==> src/rtl/alarm_ring.sv <==
// Alarm stage: validates and stores the alarm time, detects the alarm minute
// and drives a gated square-wave buzzer for a bounded ring period.
module alarm_ring #(
    parameter int TONE_DIV = 25000,
    parameter int RING_SEC = 60
) (
    input  logic        clk,
    input  logic        rst_n,
    input  logic        ring_load,
    input  logic        keyboard_load,
    input  logic [15:0] key_data,
    input  logic [7:0]  cur_hour,
    input  logic [7:0]  cur_min,
    input  logic [7:0]  cur_sec,
    input  logic        sec_tick,
    input  logic        stop,
    output logic [7:0]  alarm_hour,
    output logic [7:0]  alarm_min,
    output logic        alarm_valid,
    output logic        load_err,
    output logic        ringing,
    output logic        buzzer
);

    localparam int TW = (TONE_DIV > 1) ? $clog2(TONE_DIV) : 1;

    typedef enum logic {IDLE, RING} state_t;

    state_t        state, next_state;
    logic [7:0]    ring_cnt, ring_cnt_next;
    logic [TW-1:0] tone_cnt;
    logic          load_cmd, key_ok, trigger, final_tick;
    logic          gate_now, gate_next, tone_run;

    assign load_cmd = ring_load && keyboard_load;

    assign key_ok = (key_data[15:12] <= 4'd9) && (key_data[11:8] <= 4'd9) &&
                    (key_data[7:4]   <= 4'd9) && (key_data[3:0]  <= 4'd9) &&
                    (key_data[15:8]  <= 8'h23) && (key_data[7:0] <= 8'h59);

    // Compares against the registered alarm, so a same-cycle load sees the old value.
    assign trigger = sec_tick && alarm_valid && !stop &&
                     (cur_hour == alarm_hour) && (cur_min == alarm_min) &&
                     (cur_sec == 8'h00);

    assign final_tick = sec_tick && (ring_cnt == 8'(RING_SEC - 1));

    always_ff @(posedge clk or negedge rst_n) begin
        if (!rst_n) begin
            state    <= IDLE;
            ring_cnt <= 8'd0;
        end else begin
            state    <= next_state;
            ring_cnt <= ring_cnt_next;
        end
    end

    always_comb begin
        next_state    = state;
        ring_cnt_next = ring_cnt;
        case (state)
            IDLE: begin
                ring_cnt_next = 8'd0;
                if (trigger)
                    next_state = RING;
            end
            RING: begin
                if (sec_tick)
                    ring_cnt_next = ring_cnt + 8'd1;
                if (stop || final_tick) begin
                    next_state    = IDLE;
                    ring_cnt_next = 8'd0;
                end
            end
            default: begin
                next_state    = IDLE;
                ring_cnt_next = 8'd0;
            end
        endcase
    end

    // The tone only advances while the gate stays open across the edge, so every
    // on-second starts from a fresh tone phase and silences on the closing edge.
    always_comb begin
        gate_now  = (state == RING) && !ring_cnt[0];
        gate_next = (next_state == RING) && !ring_cnt_next[0];
        tone_run  = gate_now && gate_next;
    end

    always_ff @(posedge clk or negedge rst_n) begin
        if (!rst_n) begin
            tone_cnt <= '0;
            buzzer   <= 1'b0;
            ringing  <= 1'b0;
        end else begin
            ringing <= (next_state == RING);
            if (tone_run) begin
                if (tone_cnt == TW'(TONE_DIV - 1)) begin
                    tone_cnt <= '0;
                    buzzer   <= ~buzzer;
                end else begin
                    tone_cnt <= tone_cnt + 1'b1;
                end
            end else begin
                tone_cnt <= '0;
                buzzer   <= 1'b0;
            end
        end
    end

    always_ff @(posedge clk or negedge rst_n) begin
        if (!rst_n) begin
            alarm_hour  <= 8'h00;
            alarm_min   <= 8'h00;
            alarm_valid <= 1'b0;
            load_err    <= 1'b0;
        end else begin
            load_err <= load_cmd && !key_ok;
            if (load_cmd && key_ok) begin
                alarm_hour  <= key_data[15:8];
                alarm_min   <= key_data[7:0];
                alarm_valid <= 1'b1;
            end
        end
    end

endmodule
==> config.mk <==
export PLATFORM = sky130hd
export DESIGN_NAME = alarm_ring
export DESIGN_NICKNAME = d
export VERILOG_FILES = /design/src/rtl/alarm_ring.sv
export SDC_FILE = /design/constraint.sdc
export NUM_CORES = 1
export LEC_CHECK = 0
export BUFFER_PORTS_ARGS = -buffer_cell sky130_fd_sc_hd__buf_2
export CORE_MARGIN = 2
export CORE_UTILIZATION = 35
export DETAILED_ROUTE_END_ITERATION = 10
export GPL_ROUTABILITY_DRIVEN = 1
export GPL_TIMING_DRIVEN = 0
export MAX_ROUTING_LAYER = met4
export PLACE_DENSITY = 0.56
export SETUP_SLACK_MARGIN = 0.4
export SLEW_MARGIN = 25
export SYNTH_ARGS = -nofsm -noshare
export SYNTH_HDL_FRONTEND = slang
export SYNTH_SLANG_ARGS = --single-unit
==> constraint.sdc <==
create_clock -name clk -period 3.95 [get_ports clk]
set_clock_uncertainty 0.2 [all_clocks]
set_input_delay 0.79 -clock clk [delete_from_list [all_inputs] [get_ports clk]]
set_output_delay 0.79 -clock clk [all_outputs]
set_load 0.02 [all_outputs]
==> metrics.cfg, run 1 <==
[run_status]
status = completed

[worst_setup_path]
cp_max_fo = 10
critPathKind = in2reg
start_kind = primary input
rr_worst_depth = 5
reg2reg_setup_slack_ps = 1870
crit_path_end_kind = flip-flop
arrival_ps = 2570
required_ps = 3940

[yosys]
ys_seq_area_share_pct = 50.7
synth-edff-count = 0
yosysTopAreaCell = dfrtp_1
synth_compound_area_share_pct = 3.89
ys_seq_elements = 43
syn_inst = 191
syn-cell-area_mm2 = 0.00212
synth_xor_area_share_pct = 14.4
synth_area_leaders = dfrtp_1 (51%), xnor2_1 (7.4%), xor2_1 (7.0%)
synthMuxAreaShare_pct = 7.37
yosys-top-cells-count = dfrtp_1 (43), nor2_1 (25), xnor2_1 (18)
synth_top_family_by_area = simple AND/OR/NAND/NOR gates
synth_top_area_share_pct = 50.7
synth_warnings = 0
yosysUniqueCellTypes = 34
yosys.area_share.simple_pct = 20.3
syn_avg_cell_area_um2 = 11.1
synthFlopType = dfrtp_1
yosysMostFrequentCell = dfrtp_1
async_flop_share_pct = 100
synth_fp_nets = 239
synth_adder_area_share_pct = 1.18

[drt]
post-route-drc-count = 0
firstDrtPassIters = 4
vias = 1635
post_drt_via_cell_ratio = 4.84
ant_nets = 0
routed_wl_mm = 4.38
avgRoutedWirePerCell_um = 12.9
first_iter_violations = 54

[floorplanning]
dieArea_mm2 = 0.00670
core_mm2 = 0.00589
initial_core_util_pct = 36.1
ios = 66
die_w_um = 81.9
die_y_um = 81.9
rows = 28

[timing]
maxSlewViolCount = 0
finalSetupViolCount = 0
slew_headroom_pct = 62.3
setup_tns_ps = 0
fmax_mhz = 388
setup_ws_ps = 1370
whs_ps = 270
finalCriticalPeriod_ps = 2580
rsz0062_at_grt = no
tightest_slew_ps = 551
finalHoldViolCount = 0
min_period_over_period_pct = 65.3

[finish]
fillers = 594
ff_latch_area_mm2 = 0.00108
n_antenna_cell = 0
final_nets = 310
drive_gt1_share_pct = 36.9
final_area_mm2 = 0.00264
syn_to_final_growth_pct = 24.3
multiInputGateArea_mm2 = 0.00100

[cts]
clockBufferDepth = 2
postCtsSetupBuffers = 0
clock_latency_ps = 300
clkTransAtPathRegs_ps = 80
cts_tree = done
numCtsBuffers = 5
root_buffer = clkbuf_8
cts_sinks = 43
ctsHoldBuffers = 0
cts_max_level = 2
post_cts_resized = 0

[placement]
dp_hpwl_mm = 3.33
place_ws_ps = 962
place_congestion = 0.781
portBuffers = 64
placed_area_mm2 = 0.00254

[global_route]
grt_pass1_wl_mm = 7.31
grt-ovfl-total = 0
grt_pass1_vias = 1610
antenna_found_initial = 0
grt_use_total_pct = 14.9
grt_max_degree = 44

[run]
cap_viol_max_count = 0

[hold_path]
hold_class = in2async

[pwr]
powerDensity_mw_per_mm2 = 339
p_leak_nw = 1.22
vdd_drop_max_v = 0.000183

==> report_power, final <==
part / switching, mW / internal [mW] / total, mW
Combinational: 0.0618 / 0.0551 / 0.117
Clock: 0.161 / 0.143 / 0.304
Sequential: 0.0154 / 0.457 / 0.473
Total: 0.239 / 0.655 / 0.894
==> metrics by stage <==
step,power [mW],util (%),instances
after global routing,0.936,44.8,338
after floorplan,0.541,-,191
final,0.894,44.8,338
after detailed placement,0.601,43.1,330
after CTS,0.904,44.8,338
after global placement,0.599,43.1,330
==> path summary, 6_finish.rpt <==
path | start | endpoint
max | key_data[6] | alarm_min[2]$_DFFE_PN0P_
min | rst_n | tone_cnt[12]$_DFF_PN0_
max reg2reg | ring_cnt[2]$_DFFE_PN0P_ | tone_cnt[2]$_DFF_PN0_
min reg2reg | tone_cnt[0]$_DFF_PN0_ | tone_cnt[0]$_DFF_PN0_
max in group asynchronous | rst_n | ring_cnt[3]$_DFFE_PN0P_
min in group clk | tone_cnt[0]$_DFF_PN0_ | tone_cnt[0]$_DFF_PN0_
==> worst max-delay path, stage by stage <==
cell and delay [ps]:
buf_2 100, a2111oi_0 550, nand4_1 270, nor2_4 320, buf_6 200, mux2_2 340
==> kinds of logic after synthesis <==
logic type | Yosys count
compound gates | 11
simple gates | 77
xor+xnor | 35
mux | 14
buf+inv | 9
flops | 43
fa+ha+maj | 2
==> flip-flops by register name, indices dropped and copies added (netlist names) <==
| signal | flops |
|---|---|
| alarm_hour | 8 |
| alarm_min | 8 |
| alarm_valid | 1 |
| buzzer | 1 |
| load_err | 1 |
| ring_cnt | 8 |
| ringing | 1 |
| tone_cnt | 15 |
==> layout make-up <==
class | instances | area share [%]
multi-input combinational | 139 | 38.0
clock buffer | 6 | 3.13
sequential | 43 | 40.8
clock inverter | 2 | 0.617
timing repair buffer | 64 | 12.2
tap | 75 | 3.56
buffer | 3 | 0.806
inverter | 6 | 0.854
==> metal layers <==
metal | part of all wire (%) | vias up | GRT usage [%]
li1 | - | 803 | -
met2 | 47 | 51 | 22.6
met3 | 6.4 | 5 | 4.29
met5 | 0 | - | -
met4 | 1.4 | 0 | 5.33
met1 | 46 | 776 | 19.1
==> layout by cell type, fill, tap and decap left out, drive strengths merged <==
| master | Yosys | final |
|---|---|---|
| a2111oi | 1 | 1 |
| a21oi | 2 | 2 |
| and4bb | 1 | 1 |
| buf | 3 | 67 |
| clkbuf | 0 | 6 |
| clkinv | 0 | 1 |
| clkinvlp | 0 | 1 |
| dfrtp | 43 | 43 |
| ha | 2 | 2 |
| inv | 6 | 6 |
| mux2 | 13 | 13 |
| mux2i | 1 | 1 |
| nand2 | 7 | 7 |
| nand3 | 7 | 7 |
| nand3b | 1 | 1 |
| nand4 | 7 | 7 |
| nand4b | 2 | 2 |
| nor2 | 26 | 26 |
| nor2b | 5 | 5 |
| nor3 | 7 | 7 |
| nor4 | 5 | 5 |
| nor4b | 2 | 2 |
| nor4bb | 1 | 1 |
| o21ai | 4 | 4 |
| o311ai | 2 | 2 |
| o31ai | 2 | 2 |
| or2 | 1 | 1 |
| or3 | 4 | 4 |
| or4 | 1 | 1 |
| xnor2 | 18 | 18 |
| xor2 | 17 | 17 |
Power figures use the tool's default switching activity.
==> run 2, diff against run 1 <==
- clock period: 3.95 -> 2.48 ns (I/O delays scaled with it)
==> metrics.cfg, run 2 (synthesis results as in run 1) <==
[pwr]
switching_share_pct = 26.4
p_sw_mw = 0.374
vdd_drop_max_v = 0.000322
p_leak_nw = 1.24
p_comb_share_pct = 13.1
p_clk_share_pct = 33.8
seq_power_share_pct = 53.1
power.internal_mw = 1.04
powerDensity_mw_per_mm2 = 528

[cts]
cts_max_level = 2
numCtsBuffers = 5
cts_tree = done
root_buffer = clkbuf_8
clockBufferDepth = 2
clock_latency_ps = 300
cts_sinks = 43
clkTransAtPathRegs_ps = 80

[global_route]
grt_use_total_pct = 14.6
gr-usage-met1_pct = 18.9
grt_pass1_wl_mm = 7.29
busiest_layer = met2
met3_usage_pct = 3.74
grt_max_degree = 44
grt_pass1_vias = 1612
grt-ovfl-total = 0
antenna_found_initial = 0
grtUsageMet2_pct = 22.9

[worst_setup_path]
rr_worst_depth = 5
required_ps = 2460
timing.rr.start = ring_cnt[2]$_DFFE_PN0P_
critPathKind = reg2reg
startpoint = ring_cnt[2]$_DFFE_PN0P_
crit_path_end_kind = flip-flop
cp_max_fo = 10
arrival_ps = 2000
reg2reg_setup_slack_ps = 470
rr_endpoint = tone_cnt[10]$_DFF_PN0_
start_kind = flip-flop

[finish]
final_cell_count_no_fill = 340
layout_commonest_cell = buf_2
largest_register_ffs = 15
final_cell_mix = buf_2 (64), dfrtp_1 (43), nor2_1 (25), xnor2_1 (18), xor2_1 (17)
syn_to_final_growth_pct = 26.5
largest_register = tone_cnt
n_antenna_cell = 0
final_nets = 312
drive_gt1_share_pct = 38.5
fillers = 577
post-route-util_pct = 45.6

[timing]
whs_ps = -17.7
setup_tns_ps = 0
rsz0062_at_grt = yes
finalHoldViolCount = 43
tightest_slew_ps = 549
slew_headroom_pct = 63.4
maxSlewViolCount = 0
fmax_mhz = 497
finalCriticalPeriod_ps = 2010
min_period_over_period_pct = 81.2
finalSetupViolCount = 0

[floorplanning]
initial_core_util_pct = 36.1
core_mm2 = 0.00589
die_w_um = 81.9
dieArea_mm2 = 0.00670
die_y_um = 81.9
ios = 66
rows = 28

[run]
cap_viol_max_count = 0

[drt]
post_drt_via_cell_ratio = 4.79
vias = 1627
post-route-drc-count = 0
routed_wl_mm = 4.28
firstDrtPassIters = 4
ant_nets = 0
avgRoutedWirePerCell_um = 12.6
first_iter_violations = 75

[placement]
place_congestion = 0.749
dp_hpwl_mm = 3.19
portBuffers = 64
dp_cells = 330

[hold_path]
hold_class = in2async

[run_status]
status = complete, but fails checks
violations = negative hold slack

## run 2: worst max-delay path by stage
stage | cells past startpoint | end | slack [ps]
after floorplan | 5 | alarm_hour[4]$_DFFE_PN0P_ | 410
after global placement | 6 | alarm_hour[4]$_DFFE_PN0P_ | -70
after detailed placement | 6 | alarm_min[3]$_DFFE_PN0P_ | -80
after CTS | 5 | tone_cnt[10]$_DFF_PN0_ | 410
after global routing | 5 | tone_cnt[4]$_DFF_PN0_ | 360
final | 5 | tone_cnt[10]$_DFF_PN0_ | 470
## run 2: area by class of cell
type / count / area [um2] / area share [%]
clock inverters: 2 / 16.3 / 0.606
plain buffers: 3 / 23.8 / 0.885
well taps: 75 / 93.8 / 3.49
repair buffers: 66 / 338 / 12.6
flip-flops and latches: 43 / 1080 / 40.1
inverters: 6 / 22.5 / 0.839
multi-input cells: 139 / 1030 / 38.4
clock buffers: 6 / 82.6 / 3.08
## run 2: metal layers
metal  vias to the layer above  wire (um)
li1                        812          -
met1                       758       2040
met2                        52       1960
met3                         5        235
met4                         0         47
met5                         -          0
## run 2: critical path, cell delays in order, from the launching register on
cell and delay (ps):
dfrtp_1 440, or3_1 430, o311ai_1 290, buf_4 230, nand3b_2 240, nor2_1 80
## run 2: what timing repair did
item                                    4_1_cts  5_1_grt
resized for setup                             2        6
cloned                                        0        0
pin swaps                                     1        0
hold buffers                                  0        0
endpoints found under the setup margin        7       20
setup buffers                                 2        0
## run 2: power by group through the flow
| stage | registers [mW] | clock network (mW) | logic, mW |
|---|---|---|---|
| after floorplan | 0.799 | 0 | 0.0623 |
| after global placement | 0.766 | 0 | 0.186 |
| after detailed placement | 0.767 | 0 | 0.188 |
| after CTS | 0.753 | 0.489 | 0.189 |
| after global routing | 0.757 | 0.517 | 0.205 |
| final | 0.753 | 0.479 | 0.186 |
## run 2: per-stage QoR
step / cell area, um2 / worst slack, ps / power [mW]
2_1_floorplan: 2120 / 406 / 0.862
3_3_place_gp: 2540 / -74.7 / 0.953
3_5_place_dp: 2540 / -77.6 / 0.955
4_1_cts: 2650 / 409 / 1.43
5_1_grt: 2690 / 360 / 1.48
6_report: 2690 / 467 / 1.42
